===== config.mk =====
export PLATFORM = sky130hd
export DESIGN_NAME = ipgu_pyramid_scanner
export DESIGN_NICKNAME = d
export VERILOG_FILES = /design/src/rtl/ipgu_pyramid_scanner.sv
export SDC_FILE = /design/constraint.sdc
export NUM_CORES = 2
export LEC_CHECK = 0
export ABC_AREA = 1
export ABC_CLOCK_PERIOD_IN_PS = 11500
export BUFFER_PORTS_ARGS = -buffer_cell sky130_fd_sc_hd__clkbuf_2
export CAP_MARGIN = 30
export CORE_ASPECT_RATIO = 0.8
export CORE_UTILIZATION = 60
export DETAILED_ROUTE_END_ITERATION = 12
export PLACE_DENSITY_LB_ADDON = 0.3
export SLEW_MARGIN = 5
export SYNTH_ARGS = -nofsm -noshare
export SYNTH_HDL_FRONTEND = slang
export SYNTH_SLANG_ARGS = --single-unit
export TNS_END_PERCENT = 100

===== constraint.sdc =====
create_clock -name clk -period 11.5 [get_ports clk]
set_input_delay 1.15 -clock clk [delete_from_list [all_inputs] [get_ports clk]]
set_output_delay 1.15 -clock clk [all_outputs]
set_load 0.02 [all_outputs]

===== src/rtl/ipgu_pyramid_scanner.sv =====
// rtl/ipgu_pyramid_scanner.sv - streams WIN x WIN windows of a nearest-neighbour pyramid, one row per beat
// Optional IPGU_PERF_CNT_EN adds win_count/stall_cycles ports.
module ipgu_pyramid_scanner #(
  parameter int DATA_WIDTH = 8,
  parameter int IMG_W      = 300,
  parameter int IMG_H      = 300,
  parameter int WIN        = 20,
  parameter int STRIDE     = 20,
  parameter int LEVELS     = 4,
  parameter int STEP_Q     = 320
) (
  input  logic                            clk,
  input  logic                            rst,
  input  logic                            start,
  output logic                            busy,
  output logic                            done,
  output logic                            rd_en,
  output logic [$clog2(IMG_W*IMG_H)-1:0]  rd_addr,
  input  logic [DATA_WIDTH-1:0]           rd_data,
  output logic                            out_vld,
  input  logic                            out_rdy,
  output logic [WIN*DATA_WIDTH-1:0]       out_row,
  output logic                            out_sow,
  output logic                            out_eow,
  output logic [$clog2(LEVELS+1)-1:0]     out_level,
  output logic [$clog2(IMG_W)-1:0]        out_ox,
  output logic [$clog2(IMG_H)-1:0]        out_oy
`ifdef IPGU_PERF_CNT_EN
  ,
  output logic [31:0]                     win_count,
  output logic [31:0]                     stall_cycles
`endif
);

  localparam int AW = $clog2(IMG_W*IMG_H);
  localparam int XW = $clog2(IMG_W);
  localparam int YW = $clog2(IMG_H);
  localparam int LW = $clog2(LEVELS+1);
  localparam int CW = $clog2(WIN+1);
  localparam logic L0_FITS = (WIN <= IMG_W) && (WIN <= IMG_H);

  typedef enum logic [2:0] {S_IDLE, S_FETCH, S_DRAIN, S_OUT, S_NEXT} state_t;

  function automatic logic [47:0] scale(input logic [47:0] c, input logic [15:0] s);
    return (c * {32'd0, s}) >> 8;
  endfunction

  function automatic logic fits(input logic [47:0] o, input logic [15:0] s, input int lim);
    return scale(o + 48'(WIN - 1), s) <= 48'(lim - 1);
  endfunction

  function automatic logic [AW-1:0] pix_addr(input logic [47:0] x, input logic [47:0] y,
                                             input logic [15:0] s);
    return AW'(scale(y, s) * 48'(IMG_W) + scale(x, s));
  endfunction

  function automatic logic [15:0] next_step(input logic [15:0] s);
    logic [47:0] p;
    p = ({32'd0, s} * 48'(STEP_Q)) >> 8;
    return (p > 48'hFFFF) ? 16'hFFFF : 16'(p);
  endfunction

  state_t                  state_q, state_d;
  logic                    busy_q, busy_d, done_q, done_d, rd_en_q, rd_en_d;
  logic [AW-1:0]           rd_addr_q, rd_addr_d;
  logic [CW-1:0]           col_q, col_d, row_q, row_d, pend_col_q, pend_col_d;
  logic                    pend_q, pend_d;
  logic [XW-1:0]           ox_q, ox_d, out_ox_q, out_ox_d;
  logic [YW-1:0]           oy_q, oy_d, out_oy_q, out_oy_d;
  logic [LW-1:0]           lvl_q, lvl_d, out_level_q, out_level_d;
  logic [15:0]             step_q, step_d, ns;
  logic                    out_vld_q, out_vld_d, out_sow_q, out_sow_d, out_eow_q, out_eow_d;
  logic [WIN*DATA_WIDTH-1:0] out_row_q, out_row_d;
  logic [47:0]             nx, ny;

  always_comb begin
    state_d     = state_q;
    busy_d      = busy_q;
    done_d      = 1'b0;
    rd_en_d     = 1'b0;
    rd_addr_d   = rd_addr_q;
    col_d       = col_q;
    row_d       = row_q;
    ox_d        = ox_q;
    oy_d        = oy_q;
    lvl_d       = lvl_q;
    step_d      = step_q;
    out_vld_d   = out_vld_q;
    out_row_d   = out_row_q;
    out_sow_d   = out_sow_q;
    out_eow_d   = out_eow_q;
    out_level_d = out_level_q;
    out_ox_d    = out_ox_q;
    out_oy_d    = out_oy_q;
    pend_d      = rd_en_q;
    pend_col_d  = col_q;
    nx          = 48'(ox_q) + 48'(STRIDE);
    ny          = 48'(oy_q) + 48'(STRIDE);
    ns          = next_step(step_q);

    // Read data lands one cycle after its strobe; slot it by the column that was addressed.
    if (pend_q) out_row_d[pend_col_q*DATA_WIDTH +: DATA_WIDTH] = rd_data;

    case (state_q)
      S_IDLE: begin
        if (start) begin
          step_d = 16'd256;
          lvl_d  = '0;
          ox_d   = '0;
          oy_d   = '0;
          row_d  = '0;
          col_d  = '0;
          if (L0_FITS) begin
            busy_d    = 1'b1;
            rd_en_d   = 1'b1;
            rd_addr_d = '0;
            state_d   = S_FETCH;
          end else begin
            done_d = 1'b1;
          end
        end
      end
      S_FETCH: begin
        if (32'(col_q) < WIN - 1) begin
          col_d     = col_q + 1'b1;
          rd_en_d   = 1'b1;
          rd_addr_d = pix_addr(48'(ox_q) + 48'(col_q) + 48'd1, 48'(oy_q) + 48'(row_q), step_q);
        end else begin
          state_d = S_DRAIN;
        end
      end
      S_DRAIN: begin
        out_vld_d   = 1'b1;
        out_sow_d   = (row_q == '0);
        out_eow_d   = (32'(row_q) == WIN - 1);
        out_level_d = lvl_q;
        out_ox_d    = ox_q;
        out_oy_d    = oy_q;
        state_d     = S_OUT;
      end
      S_OUT: begin
        if (out_rdy) begin
          out_vld_d = 1'b0;
          state_d   = S_NEXT;
          if (32'(row_q) < WIN - 1) begin
            row_d = row_q + 1'b1;
          end else begin
            row_d = '0;
            // Advance decided here so done can pulse the cycle right after the last transfer.
            if (fits(nx, step_q, IMG_W)) begin
              ox_d = XW'(nx);
            end else if (fits(ny, step_q, IMG_H)) begin
              ox_d = '0;
              oy_d = YW'(ny);
            end else if ((32'(lvl_q) + 1 < LEVELS) && fits(48'd0, ns, IMG_W) &&
                         fits(48'd0, ns, IMG_H)) begin
              lvl_d  = lvl_q + 1'b1;
              step_d = ns;
              ox_d   = '0;
              oy_d   = '0;
            end else begin
              state_d = S_IDLE;
              busy_d  = 1'b0;
              done_d  = 1'b1;
            end
          end
        end
      end
      S_NEXT: begin
        col_d     = '0;
        rd_en_d   = 1'b1;
        rd_addr_d = pix_addr(48'(ox_q), 48'(oy_q) + 48'(row_q), step_q);
        state_d   = S_FETCH;
      end
      default: state_d = S_IDLE;
    endcase
  end

  always_ff @(posedge clk or posedge rst) begin
    if (rst) begin
      state_q     <= S_IDLE;
      busy_q      <= 1'b0;
      done_q      <= 1'b0;
      rd_en_q     <= 1'b0;
      rd_addr_q   <= '0;
      col_q       <= '0;
      row_q       <= '0;
      pend_q      <= 1'b0;
      pend_col_q  <= '0;
      ox_q        <= '0;
      oy_q        <= '0;
      lvl_q       <= '0;
      step_q      <= 16'd256;
      out_vld_q   <= 1'b0;
      out_row_q   <= '0;
      out_sow_q   <= 1'b0;
      out_eow_q   <= 1'b0;
      out_level_q <= '0;
      out_ox_q    <= '0;
      out_oy_q    <= '0;
    end else begin
      state_q     <= state_d;
      busy_q      <= busy_d;
      done_q      <= done_d;
      rd_en_q     <= rd_en_d;
      rd_addr_q   <= rd_addr_d;
      col_q       <= col_d;
      row_q       <= row_d;
      pend_q      <= pend_d;
      pend_col_q  <= pend_col_d;
      ox_q        <= ox_d;
      oy_q        <= oy_d;
      lvl_q       <= lvl_d;
      step_q      <= step_d;
      out_vld_q   <= out_vld_d;
      out_row_q   <= out_row_d;
      out_sow_q   <= out_sow_d;
      out_eow_q   <= out_eow_d;
      out_level_q <= out_level_d;
      out_ox_q    <= out_ox_d;
      out_oy_q    <= out_oy_d;
    end
  end

  assign busy      = busy_q;
  assign done      = done_q;
  assign rd_en     = rd_en_q;
  assign rd_addr   = rd_addr_q;
  assign out_vld   = out_vld_q;
  assign out_row   = out_row_q;
  assign out_sow   = out_sow_q;
  assign out_eow   = out_eow_q;
  assign out_level = out_level_q;
  assign out_ox    = out_ox_q;
  assign out_oy    = out_oy_q;

`ifdef IPGU_PERF_CNT_EN
  logic [31:0] win_count_q, win_count_d, stall_cycles_q, stall_cycles_d;

  always_comb begin
    win_count_d    = win_count_q;
    stall_cycles_d = stall_cycles_q;
    if (state_q == S_IDLE && start) begin
      win_count_d    = '0;
      stall_cycles_d = '0;
    end else begin
      if (out_vld_q && out_rdy && out_eow_q && win_count_q != 32'hFFFF_FFFF)
        win_count_d = win_count_q + 32'd1;
      if (out_vld_q && !out_rdy && stall_cycles_q != 32'hFFFF_FFFF)
        stall_cycles_d = stall_cycles_q + 32'd1;
    end
  end

  always_ff @(posedge clk or posedge rst) begin
    if (rst) begin
      win_count_q    <= '0;
      stall_cycles_q <= '0;
    end else begin
      win_count_q    <= win_count_d;
      stall_cycles_q <= stall_cycles_d;
    end
  end

  assign win_count    = win_count_q;
  assign stall_cycles = stall_cycles_q;
`endif

endmodule

==> impl_results.md <==
- Worst IR Drop VDD: ~160 uV
- Number of detailed-route iterations in the first pass: 6
- CP Class: reg -> reg
- Kind of capture point of the worst setup path: flip-flop
- Adder-cell share of the synthesized area: between 40% and 50%
- Cell Area, Placed: approximately 42000 sq um
- Power per standard cell area: around 110 nW/um^2
- Library cell used as clock root buffer: clkbuf_16
- Starting density of the core: 61.0%
- CTS tree: done
- Post-Synth XOR/XNOR Area: under 10%
- Top layer reached by signal wires: met4
- Area share of the largest cell type after synthesis: 28.7%
- Final total negative setup slack: 0 ns
- Total wire length after detailed routing: between 100000 and 150000 um
- Run status: complete, no violations
- Number of antenna violations at the first check in global routing: 3
- Part of the Yosys area used for sequential elements: between 10% and 20%
- First-iteration detailed-routing DRC count: between 3k and 4k
- Complex-gate fraction of the synthesized area: 7.45%
- Post-synthesis instance area: slightly above 40000 sq um
- Slowest CP cell: xor2_1
- Distinct cells, synth: 65
- Count of fill cells added during filler insertion: a little under 6k
- Unrepaired setup endpoints after global routing: false
- CTS Hold Buffers Added: 0
- Mapped Avg Cell Area: 7.72 sq um
- Multiplexer share of the synthesized area: less than 1%
- Number of top-level design ports: 216
- Largest delay share family, worst path: adder cells
- Met2 Routed Length: about 50000 um
- Layout net count: between 6k and 7k
- GRT Resource Usage Total: between 30% and 40%
- Met3 routed wirelength: approximately 14000 um
- Final setup viols: 0
- Leading register cell type out of synthesis: dfrtp_1
- Number of slew-limit violations in the final report: 0
- Critical path buffers and inverters: 7
- Final hold violation count: 0
- Synthesized flop and latch total: 252
- Crit path required time: roughly 12 ns
- Proportion of synthesized flip-flops having asynchronous set or reset: 100%
- Pleak: 0.0231 uW
- Worst clock skew: between 0.02 and 0.03 ns
- Most frequent standard cell in the layout excluding fill and tap cells: nand2_1
- Synth area leader: fa_1
- Number of vias in the routed layout: approximately 36k
- Largest family of logic cells by synthesized area: adder cells
- Weighted congestion reported at the end of routability-driven placement: 0.996
- CP Launch Type: flip-flop
- Number of sinks on the clock net: approximately 250
- EDFF count, synth: 0
- Synthesized-area fraction occupied by and/or/nand/nor cells: roughly a fifth
- Remaining global-route overflow: 0
- DRC viols: 0
- Detailed-route wire length on metal 1: ~48000 um
- Top library cells by usage in the layout, fill and taps aside: nand2_1, inv_1, fa_1
- Share of final-layout standard cells stronger than drive strength 1: roughly 7%
- Path type of the worst min-delay path: reg -> reg
- Area contributors post-synth: fa_1, dfrtp_1, ha_1, nand2_1, inv_1
- Number of warnings issued by yosys: 0
- Wire per inst: ~19 um
- Wire length of the first global-routing pass: around 190000 um
- Die outline height: 234 um
- Detail Placement HPWL: 92300 um
- Number of nets with antenna violations after routing: 0
- Number of global-route vias before repair: ~35k
- Pin count of the biggest net entering global routing: between 100 and 150
- Total number of H-tree levels: 1
- Timing-limited maximum frequency: ~90 MHz
- Worst-path clk slew: approximately 0.06 ns
- Slew margin rel.: around 27%
- Via-to-Cell Ratio: approximately 5.7
- Worst-skew pair later-pin latency: 0.58 ns
- Worst path arrival time: 11.35 ns
- Largest incremental delay on the critical path: 0.69 ns
- Worst slew pin tran: ~1.1 ns
- Reported max-cap violation count: 0
- Post-route cell area: ~43000 sq um
- Count of port buffers added during placement: around 210
- Area growth from synthesis to layout: 7.40%
- Width of the die: roughly 290 um
- Core Box Area: roughly 66000 sq um
- Cts bufs inserted: 26
- Gate count after technology mapping: between 5k and 6k
- Max Root-Sink Buffers: 3
- Post-layout min period: between 10 and 15 ns
- Row cnt: 84
- Peak fanout along the critical path: 6
- Crit share post-route: a little over nine tenths
- Area enclosed by the die boundary: 68100 sq um
==> cells in the mapped netlist, types with 8 or more instances <==
master    count
nand3_1     147
nor2_1      519
nand3b_1     29
nand2_1    1161
buf_4         8
fa_1        577
o21a_1        8
xor2_1       51
or2_2        12
inv_1      1082
a21o_1       15
buf_1         9
ha_1        407
nand4_1      64
nor4_1       11
mux2_2       15
a31oi_1      16
clkbuf_1    156
o31ai_1      23
a21oi_1     217
xnor2_1      41
dfrtp_1     251
o21ai_0     205
o21bai_1     18
nor3_1       63
clkinv_1     17
==> per-stage QoR <==
stage,power (uW),hold slack [ns],setup slack [ns],util (%),cells
floorplan,3070,0.380,1.76,-,5262
global placement,3770,0.359,0.880,64.0,6203
detailed placement,3820,0.367,0.704,64.0,6205
CTS,4730,0.375,0.645,65.4,6252
global route,5090,0.376,0.0361,65.5,6255
finish,4780,0.373,0.614,65.5,6256
==> worst paths after layout <==
| check | start | to | slack (ns) | cells after the start |
|---|---|---|---|---|
| worst max-delay path | oy_q[3] | rd_addr[16] | 0.61 | 47 |
| worst min-delay path | rd_en | pend_q | 0.37 | 0 |
| worst max register to register | oy_q[3] | rd_addr[16] | 0.61 | 47 |
| worst min register to register | rd_en | pend_q | 0.37 | 0 |
| max in group asynchronous | rst | col_q[4] | 9.65 | 4 |
| min in group asynchronous | rst | out_row[33] | 0.73 | 2 |
==> worst register-to-register path, delay by kind of cell (launching register included) <==
family	cells	cell delay, ns
compound gates	9	1.42
xor+xnor	3	1.28
fa+ha+maj	13	5.41
buf+inv	7	0.57
flops	1	0.44
simple gates	15	1.64
==> per-layer routing <==
layer	vias to the layer above	GRT usage (%)
met3	275	9.62
met1	17200	48.6
met2	1816	52.6
li1	16200	-
met5	-	0
met4	0	9.97
==> registers in the layout, summed over array words and instances, names as in the netlist, 3 cells and up <==
register    count
row_q           5
out_ox          7
rd_addr        17
col_q           5
state_q         3
out_oy          7
lvl_q           3
step_q         16
pend_col_q      5
ox_q            7
out_level       3
oy_q            7
out_row       160
==> report_power, final <==
group	internal, uW	leakage [uW]	total (uW)	switching, uW
clock network	519	0.000438	901	382
logic	760	0.0198	2600	1840
registers	1100	0.00281	1280	186
total	2370	0.0231	4780	2410
==> cell type report <==
type / instances / area (sq um) / share of cell area (%)
multi-input cells: 3727 / 29300 / 67.7
inverters: 1101 / 4140 / 9.58
diodes: 1 / 2.50 / 0.00579
repair buffers: 268 / 1530 / 3.54
flip-flops and latches: 252 / 6310 / 14.6
clock inverters: 11 / 154 / 0.356
clock buffers: 36 / 738 / 1.71
well taps: 860 / 1080 / 2.49
==> repair_timing <==
item                                    in CTS  in global routing
endpoints found under the setup margin       0                  1
resized for setup                            0                  2
setup buffers                                0                  0
==> cell families after synthesis <==
family                     after synthesis
adders and majority gates              984
buffers and inverters                 1283
DFF                                    252
xor gates and xnor gates                92
and+or+nand+nor                       2045
other                                    2
muxes                                   15
AOI/OAI and AO/OA                      540
No activity file was read; power rests on OpenSTA's default activity.
